[config.mk]
export PLATFORM = sky130hd
export DESIGN_NAME = fifo_v4
export DESIGN_NICKNAME = d
export VERILOG_FILES = /design/src/rtl/fifo_v4.sv
export SDC_FILE = /design/constraint.sdc
export NUM_CORES = 1
export LEC_CHECK = 0
export CORE_ASPECT_RATIO = 0.8
export CORE_UTILIZATION = 45
export DETAILED_ROUTE_END_ITERATION = 6
export PLACE_DENSITY = 0.75
export SYNTH_ARGS = -nofsm -noshare
export SYNTH_HDL_FRONTEND = slang
export SYNTH_SLANG_ARGS = --single-unit
[constraint.sdc]
create_clock -name clk_i -period 2.39 [get_ports clk_i]
set_input_delay 0.239 -clock clk_i [delete_from_list [all_inputs] [get_ports clk_i]]
set_output_delay 0.239 -clock clk_i [all_outputs]
set_load 0.02 [all_outputs]
[src/rtl/fifo_v4.sv]
`default_nettype none
// +--------------------------------------------------------------------------+
// | Module      : fifo_v4                                                    |
// | Description : Synchronous single-clock FIFO with valid/ready handshakes, |
// |               optional fall-through, occupancy and almost-full/empty     |
// |               status. Depth need not be a power of two.                  |
// | Options     : define GROVF_RDMA_FIFO_PEAK_EN to build the occupancy      |
// |               high-water-mark tracker driving peak_o; otherwise peak_o   |
// |               is tied to zero.                                           |
// | Revision    : 1.0 - initial release                                      |
// +--------------------------------------------------------------------------+
module fifo_v4 #(
  parameter bit          FALL_THROUGH = 1'b0,
  parameter int unsigned DATA_WIDTH   = 32,
  parameter int unsigned DEPTH        = 8,
  parameter int unsigned ALM_FULL_TH  = DEPTH - 1,
  parameter int unsigned ALM_EMPTY_TH = 1,
  localparam int unsigned CNT_W       = $clog2(DEPTH + 1)
) (
  input  logic                  clk_i,
  input  logic                  rst_ni,
  input  logic                  flush_i,
  input  logic                  testmode_i,
  // push side
  input  logic [DATA_WIDTH-1:0] data_i,
  input  logic                  valid_i,
  output logic                  ready_o,
  // pop side
  output logic [DATA_WIDTH-1:0] data_o,
  output logic                  valid_o,
  input  logic                  ready_i,
  // status
  output logic                  full_o,
  output logic                  empty_o,
  output logic                  almost_full_o,
  output logic                  almost_empty_o,
  output logic [CNT_W-1:0]      usage_o,
  output logic [CNT_W-1:0]      peak_o
);

  // A single-entry FIFO still needs a one-bit pointer to keep the array
  // indexing well formed.
  localparam int unsigned ADDR_W = (DEPTH > 1) ? $clog2(DEPTH) : 1;

  localparam logic [CNT_W-1:0]  C_DEPTH    = CNT_W'(DEPTH);
  localparam logic [CNT_W-1:0]  C_AF_TH    = CNT_W'(ALM_FULL_TH);
  localparam logic [CNT_W-1:0]  C_AE_TH    = CNT_W'(ALM_EMPTY_TH);
  localparam logic [ADDR_W-1:0] C_LAST_PTR = ADDR_W'(DEPTH - 1);

  // --------------------------------------------------------------------------
  // State
  // --------------------------------------------------------------------------
  logic [DATA_WIDTH-1:0] mem_q [DEPTH];
  logic [ADDR_W-1:0]     wr_ptr_q, wr_ptr_d;
  logic [ADDR_W-1:0]     rd_ptr_q, rd_ptr_d;
  logic [CNT_W-1:0]      usage_q,  usage_d;

  logic w_is_empty;
  logic w_ft_active;
  logic w_push;
  logic w_pop;
  logic w_wr_en;

  // The clock-gate bypass has no functional role in this flop-based array.
  logic unused_testmode;
  assign unused_testmode = testmode_i;

  // Pointer advance with explicit wrap so non-power-of-two depths work.
  function automatic logic [ADDR_W-1:0] ptr_inc(input logic [ADDR_W-1:0] p);
    if (p == C_LAST_PTR) begin
      return '0;
    end
    return p + ADDR_W'(1);
  endfunction

  // --------------------------------------------------------------------------
  // Handshake and status decode
  // --------------------------------------------------------------------------
  assign w_is_empty = (usage_q == '0);

  // Fall-through is live only while storage is empty and a writer is
  // presenting data; the input is then routed straight to the output.
  assign w_ft_active = FALL_THROUGH & w_is_empty & valid_i;

  assign full_o         = (usage_q == C_DEPTH);
  assign ready_o        = ~full_o;
  assign empty_o        = w_is_empty & ~w_ft_active;
  assign valid_o        = ~empty_o;
  assign almost_full_o  = (usage_q >= C_AF_TH);
  assign almost_empty_o = (usage_q <= C_AE_TH);
  assign usage_o        = usage_q;

  assign data_o = w_ft_active ? data_i : mem_q[rd_ptr_q];

  // A fall-through item consumed in the same cycle never touches storage.
  // ready_o depends only on the registered count, so a pop at full cannot
  // open the push side in the same cycle.
  assign w_push = valid_i & ready_o & ~(w_ft_active & ready_i);
  assign w_pop  = valid_o & ready_i & ~w_ft_active;

  // A flush discards any push presented alongside it.
  assign w_wr_en = w_push & ~flush_i;

  // Next-state for pointers and occupancy; flush overrides everything.
  always_comb begin
    wr_ptr_d = wr_ptr_q;
    rd_ptr_d = rd_ptr_q;
    usage_d  = usage_q;
    if (flush_i) begin
      wr_ptr_d = '0;
      rd_ptr_d = '0;
      usage_d  = '0;
    end else begin
      if (w_push) begin
        wr_ptr_d = ptr_inc(wr_ptr_q);
      end
      if (w_pop) begin
        rd_ptr_d = ptr_inc(rd_ptr_q);
      end
      case ({w_push, w_pop})
        2'b10:   usage_d = usage_q + CNT_W'(1);
        2'b01:   usage_d = usage_q - CNT_W'(1);
        default: usage_d = usage_q;
      endcase
    end
  end

  // Pointer and occupancy registers.
  always_ff @(posedge clk_i or negedge rst_ni) begin
    if (!rst_ni) begin
      wr_ptr_q <= '0;
      rd_ptr_q <= '0;
      usage_q  <= '0;
    end else begin
      wr_ptr_q <= wr_ptr_d;
      rd_ptr_q <= rd_ptr_d;
      usage_q  <= usage_d;
    end
  end

  // Storage array: cleared on reset, written only by an accepted push.
  always_ff @(posedge clk_i or negedge rst_ni) begin
    if (!rst_ni) begin
      for (int i = 0; i < int'(DEPTH); i++) begin
        mem_q[i] <= '0;
      end
    end else if (w_wr_en) begin
      mem_q[wr_ptr_q] <= data_i;
    end
  end

  // --------------------------------------------------------------------------
  // Occupancy high-water mark
  // --------------------------------------------------------------------------
`ifdef GROVF_RDMA_FIFO_PEAK_EN
  logic [CNT_W-1:0] peak_q, peak_d;

  // Track the largest occupancy seen since the last reset or flush.
  always_comb begin
    peak_d = peak_q;
    if (flush_i) begin
      peak_d = '0;
    end else if (usage_d > peak_q) begin
      peak_d = usage_d;
    end
  end

  // Peak register.
  always_ff @(posedge clk_i or negedge rst_ni) begin
    if (!rst_ni) begin
      peak_q <= '0;
    end else begin
      peak_q <= peak_d;
    end
  end

  assign peak_o = peak_q;
`else
  assign peak_o = '0;
`endif

endmodule
`default_nettype wire

==> impl_results.md, run 1 <==
- Status: finished, violations left
- Violated checks: setup timing
- Flops & latches, synth: 266
- Gr ovfl total: 0
- Max-Cap Viols: 0
- Row count: 53
- Area of the mapped netlist: 0.0122 sq mm
- Fin util: 0.567
- Post-route cell area: around 0.015 sq mm
- Area leader, netlist: dfrtp_1
- FILL cells: 2,041
- Synth top area share: 0.546
- Synth warn: 0
- Distinct cells, synth: 37
- Final HPWL DP: 15,300 um
- Clock Pin Slew Worst Setup and Hold Paths: ~0.060 ns
- CTS H-tree depth: 1
- Slew HR: 0.555
- Setup violations, final: 32
- Post-synth EDFFs: 0
- Pleak: 6.86 nW
- Largest net degree at the start of global routing: ~80
- Clk buf depth: 3
- RSZ-0062 raised after global routing: true
- Fin nets: 908
- Share of post-route cells with drive strength above 1: 0.562
- Crit path required time: ~2.2 ns
- Clk sinks: 266
- Placed Cells incl. Taps: approximately 1,200
- PwrDens: 1030 mW/mm^2
- Drt via density: about 5.5
- Die area: 0.0278 sq mm
- Critical path launch point type: register
- CTS Buf Count: 28
- First-pass GRT wire length: around 42,000 um
- Placed Area: 0.0138 sq mm
- CTS tree: built
- Synth-to-Final Area Change: 23.0%
- Slew @ Worst Pin: ~0.67 ns
- Die H: 149 um
- Worst Skew: 0.00525 ns
- Register area share after synthesis: 0.546
- Final period util: 1.09
- Average wire per standard cell: 20.8 um
- Final antenna-violating net count: 0
- Fin crit period: 2.61 ns
- Most frequent cell after synthesis: mux2_2
- Drt first pass iters: 4
- Area of the multi-input gates: 0.00532 sq mm
- Gr usage total: 0.196
- Overall power: roughly 16 mW
- Routed via count: 6,851
- Critical Path AT: 2.37 ns
- Worst skew pair latency: 0.53 ns
- Core ar.: 0.0265 sq mm
- Root buf cell: clkbuf_16
- Maximum vdd drop: around 740 uV
- Initial Util: 0.461
- Post-synth top flop: dfrtp_1
- Worst setup margin: -0.217 ns
- Initial DRC count: 249
- DRC errors left: 0
- Vias in the first global route: 7,336
- Inserted Diodes: 0
- Largest cells by area after synthesis: dfrtp_1, mux2_2, mux4_2, ha_1, buf_2
- FMAX: 384 MHz
- IO Count: 84
- Worst Path Max Fanout: 7
- Input/output buffers: 78
- Pre-CTS setup slack: -0.0714 ns
- GP Congestion: 0.776
- Hold WC Path Type: in2async
- Crit Path Class: reg2out
- Post-synth top cells: mux2_2, dfrtp_1, mux4_2, buf_2, nand2_1
- FFs w/ async S/R, synth: 1.00
- Max-slew violation count: 0
- Die X: 186 um
- Seq. cell area: 0.00667 sq mm
- Final hold vios: 0
- CP Capture Type: primary output
- Drt total wl: between 20,000 and 30,000 um
- Gate count after technology mapping: 752
- Synth Area per Inst: 16.2 sq um
- Initial antenna violation count: 1
- Final Non-Filler Cells: 1,240
## through the flow
| step | hold WS, ns | TNS (ns) |
|---|---|---|
| finish | 0.313 | -4.11 |
| global route | 0.368 | -5.77 |
| CTS | 0.312 | -5.48 |
| detailed placement | 0.287 | -2.66 |
| global placement | 0.293 | -1.09 |
| floorplan | -0.0566 | 0 |
## critical path: stages (launching register included)
cell	delay (ns)
dfrtp_4	0.53
buf_12	0.15
buf_8	0.12
buf_16	0.14
mux4_2	0.43
mux2_4	0.32
buf_6	0.14
## cell usage in the layout, fill, tap and decap left out, types with 4 or more instances in the layout
cell type and n:
conb_1 4, clkbuf_1 6, buf_12 26, mux2_4 21
nand2_1 15, ha_1 7, dfrtp_2 4, clkinv_2 4
clkbuf_16 29, nor2_1 6, a21oi_1 9, buf_6 24
mux2_2 263, mux4_2 64, clkbuf_8 8, dfrtp_1 261
inv_1 5, buf_2 5, buf_4 23, mux2_1 6
clkdlybuf4s50_1 42
## final cells by class
| class | count | area share |
|---|---|---|
| well taps | 357 | 0.0298 |
| inverters | 7 | 0.00175 |
| repair buffers | 131 | 0.105 |
| clock inverters | 8 | 0.00667 |
| multi-input cells | 428 | 0.355 |
| flip-flops and latches | 266 | 0.444 |
| clock buffers | 43 | 0.0572 |
## layer usage
| layer | wire (um) | track usage |
|---|---|---|
| met5 | 0 | 0 |
| met4 | 474 | 0.0402 |
| met3 | 722 | 0.0269 |
| met2 | 11900 | 0.301 |
| met1 | 12700 | 0.297 |
## cell families (layout without fill, tap and decap cells)
group,Yosys count,in the layout,synth area share
buf+inv,61,189,0.0273
fa+ha+maj,8,8,0.00821
other cells,1,4,0.000308
simple gates,44,44,0.0230
flops,266,266,0.546
mux,355,355,0.387
compound gates,17,17,0.00852
## what timing repair did
action                                  in CTS  in global routing
endpoints found under the setup margin      34                 34
resized for setup                          193                 25
setup buffers                                8                  0
pin swaps                                    0                  0
endpoints found under the hold margin       74                  0
gates cloned                                 3                  0
hold buffers                                 1                  0
## flip-flops by register name (all words and copies together) (netlist names)
register  count
mem_q       256
rd_ptr_q      3
usage_o       4
wr_ptr_q      3
## report_power, final
part | switching (mW) | leakage [nW] | total (mW) | internal, mW
Sequential | 0.469 | 3.51 | 5.89 | 5.42
Clock | 1.75 | 0.476 | 4.44 | 2.69
Combinational | 2.16 | 2.87 | 5.19 | 3.03
## worst paths after layout
kind                       cells after the start                     from  slack, ns                     end
setup / recovery                               6  rd_ptr_q[0]$_DFFE_PN0P_      -0.22              data_o[16]
hold / removal                                 2                   rst_ni       0.31  mem_q[121]$_DFFE_PN0P_
setup reg to reg                               7   usage_o[1]$_DFFE_PN0P_       0.12  mem_q[107]$_DFFE_PN0P_
hold reg to reg                                1   mem_q[188]$_DFFE_PN0P_       0.48  mem_q[188]$_DFFE_PN0P_
max in group asynchronous                      3                   rst_ni       1.34   mem_q[64]$_DFFE_PN0P_
min in group clk_i                             1   mem_q[188]$_DFFE_PN0P_       0.48  mem_q[188]$_DFFE_PN0P_
(Power assumes the default switching activity.)
==> run 2: changes to the inputs <==
- CORE_UTILIZATION: 45 -> 44
- PLACE_DENSITY: 0.75 -> 0.74
==> run 2 against run 1 <==
Compared with the run above: the flow finishes with violations (DRC, setup timing); highest routed layer is now met5; total power shrank 2.2%; global-route usage shrank 0.69 points; largest cell class unchanged; cell count grew 0.32%.
==> impl_results.md, run 2 (synthesis results as in run 1) <==
- Fin crit period: 2.54 ns (-0.0659 ns)
- Placed Area: 0.0137 sq mm (about the same)
- Worst R2R Start: usage_o[1]$_DFFE_PN0P_
- Gr usage total: 0.189 (-0.00688)
- GP Congestion: 0.794 (+2.3%)
- Clk buf depth: 3 (unchanged)
- Register name with the most flops: mem_q
- Flop-to-flop setup slack: 0.14 ns (+0.02 ns)
- Gr ovfl total: 0 (unchanged)
- Part of the power in the clock network: 0.272 (-0.014)
- CTS H-tree depth: 1 (unchanged)
- Initial DRC count: 326 (+31%)
- Final period util: 1.06 (-0.0276)
- IO Count: 84 (unchanged)
- Largest net degree at the start of global routing: 84 (+3.7%)
- Die H: 151 um (+1.1%)
- Switch share: 0.282 (about the same)
- Crit Path Class: reg2out
- Post-route cell area: 0.0149 sq mm (-0.81%)
- Hold WC Path Type: in2async
- FMAX: 394 MHz (+2.6%)
- Root buf cell: clkbuf_16
- Pre-CTS setup slack: -0.0473 ns (+0.0241 ns)
- Input/output buffers: 78 (unchanged)
- Slew @ Worst Pin: 0.523 ns (-0.145 ns)
- CP Capture Type: primary output
- Status: finished, violations left
- FF-to-FF path depth: 7 (unchanged)
- Synth-to-Final Area Change: 22.0%
- CTS Buf Count: 26 (-7.1%)
- Final antenna-violating net count: 0 (unchanged)
- Worst Skew: 0.00670 ns (+0.00145 ns)
- Sw power: 4.28 mW (-2.3%)
- Maximum vdd drop: 668 uV (-9.9%)
- Drt total wl: 25,400 um (-1.2%)
- Met3 routed WL: 1040 um (+44%)
- Drt first pass iters: 6 (+2)
- Max reg flops: 256 (unchanged)
- Flop pwr share: 0.388 (+0.008)
- DRC errors left: 2 (+2)
- Fin nets: 905 (-0.33%)
- Final HPWL DP: 15,400 um (+0.24%)
- Routed via count: 6,809 (-0.61%)
- Die area: 0.0284 sq mm (+2.2%)
- Internal: 10.9 mW (-2.2%)
- Most common cell after layout, fill and taps aside: dfrtp_1
- Worst Path Max Fanout: 7 (unchanged)
- Setup violations, final: 32 (unchanged)
- Critical Path AT: 2.30 ns (-0.07 ns)
- Crit path required time: 2.15 ns (about the same)
- CTS tree: built
- Top Metal Used: met5
- Clock Pin Slew Worst Setup and Hold Paths: 0.06 ns (about the same)
- First-pass GRT wire length: 41,600 um (-0.23%)
- Core ar.: 0.0272 sq mm (+2.9%)
- Die X: 188 um (+1.1%)
- Final hold vios: 0 (unchanged)
- Worst skew pair latency: 0.52 ns (about the same)
- Critical path launch point type: register
- M1 WL: 12,300 um (-3.3%)
- RSZ-0062 raised after global routing: true
- Violated checks: DRC, setup timing
- Combinational power share: 0.340 (+0.006)
- Worst setup margin: -0.151 ns (+0.0659 ns)
- Metal2 WL: 11,800 um (-0.88%)
- Drt via density: 5.47 (-0.93%)
- PwrDens: 1020 mW/mm^2 (-1.5%)
- Vias in the first global route: 7,297 (-0.53%)
- Initial Util: 0.448 (-0.0130)
- Max-Cap Viols: 0 (unchanged)
- Average wire per standard cell: 20.5 um (-1.6%)
- Share of post-route cells with drive strength above 1: 0.562 (about the same)
- Slew HR: 0.652 (+0.0964)
- Pleak: 6.79 nW (-1.0%)
- Initial antenna violation count: 2 (+1)
- FILL cells: 2,134 (+4.6%)
- Reg2reg end: mem_q[169]$_DFFE_PN0P_
- Clk sinks: 266 (unchanged)
- Max-slew violation count: 0 (unchanged)
- Commonest cells after routing, fill and taps aside: dfrtp_1, mux2_2, mux4_2
- Row count: 54 (+1.9%)
## run 2: cell count changes in the layout (fill, tap and decap cells not counted), sizes merged
cell / delta
clkinv: +4
clkbuf: -8
clkinvlp: +2
clkdlybuf4s50: +1
diode: +1
buf: +1
inv: -2
clkdlybuf4s15: -1
dlymetal6s2s: -1
## run 2: routing by layer
layer	GRT usage	vias to the layer above
met4	0.0350	2
met5	0	-
met3	0.0324	31
li1	-	3034
met2	0.297	112
met1	0.278	3630
## run 2: critical path: stages, from the launching register on
cell and delay (ns):
dfrtp_4 0.50, buf_12 0.16, buf_12 0.14, buf_12 0.12, mux4_2 0.43, mux2_4 0.29
buf_6 0.13
## run 2: worst max path at each step
stage	depth (start not counted)	slack (ns)	to	start
4_1_cts	6	-0.17	data_o[9]	rd_ptr_q[0]$_DFFE_PN0P_
6_report	6	-0.15	data_o[30]	rd_ptr_q[0]$_DFFE_PN0P_
3_5_place_dp	6	-0.05	mem_q[166]$_DFFE_PN0P_	valid_i
2_1_floorplan	8	0.01	mem_q[102]$_DFFE_PN0P_	usage_o[0]$_DFFE_PN0P_
3_3_place_gp	4	-0.03	data_o[21]	rd_ptr_q[0]$_DFFE_PN0P_
5_1_grt	6	-0.20	data_o[30]	rd_ptr_q[0]$_DFFE_PN0P_
## run 2: final cells by class
type / count / area (sq um) / area share
diodes: 1 / 2.50 / 0.000168
clock buffers: 36 / 759 / 0.0510
clock inverters: 12 / 115 / 0.00774
inverters: 7 / 26.3 / 0.00177
multi-input cells: 428 / 5340 / 0.359
flip-flops and latches: 266 / 6670 / 0.448
well taps: 364 / 455 / 0.0306
repair buffers: 130 / 1510 / 0.102
## run 2: repair_timing
action,in CTS,in global routing
buffers inserted,8,2
hold buffers,1,0
resized for setup,199,17
cloned,1,0
endpoints found under the setup margin,34,33
hold endpoints to repair,266,0
## run 2: power by group through the flow
| stage | registers (mW) | clock network (mW) | logic [mW] |
|---|---|---|---|
| 2_1_floorplan | 5.83 | 0 | 3.07 |
| 3_3_place_gp | 5.95 | 0 | 4.67 |
| 3_5_place_dp | 6.00 | 0 | 4.76 |
| 4_1_cts | 5.89 | 4.25 | 5.12 |
| 5_1_grt | 6.01 | 4.43 | 5.50 |
| 6_report | 5.89 | 4.13 | 5.15 |
## run 2: through the flow
step | std cells | TNS (ns) | power [mW] | util | hold WS [ns]
4_1_cts | 1242 | -2.94 | 15.3 | 0.545 | 0.119
5_1_grt | 1243 | -3.86 | 15.9 | 0.546 | 0.135
6_report | 1244 | -2.12 | 15.2 | 0.546 | 0.131
2_1_floorplan | 755 | 0 | 8.90 | - | -0.0566
3_5_place_dp | 1184 | -1.75 | 10.8 | 0.505 | 0.0838
3_3_place_gp | 1184 | -0.653 | 10.6 | 0.505 | 0.0831
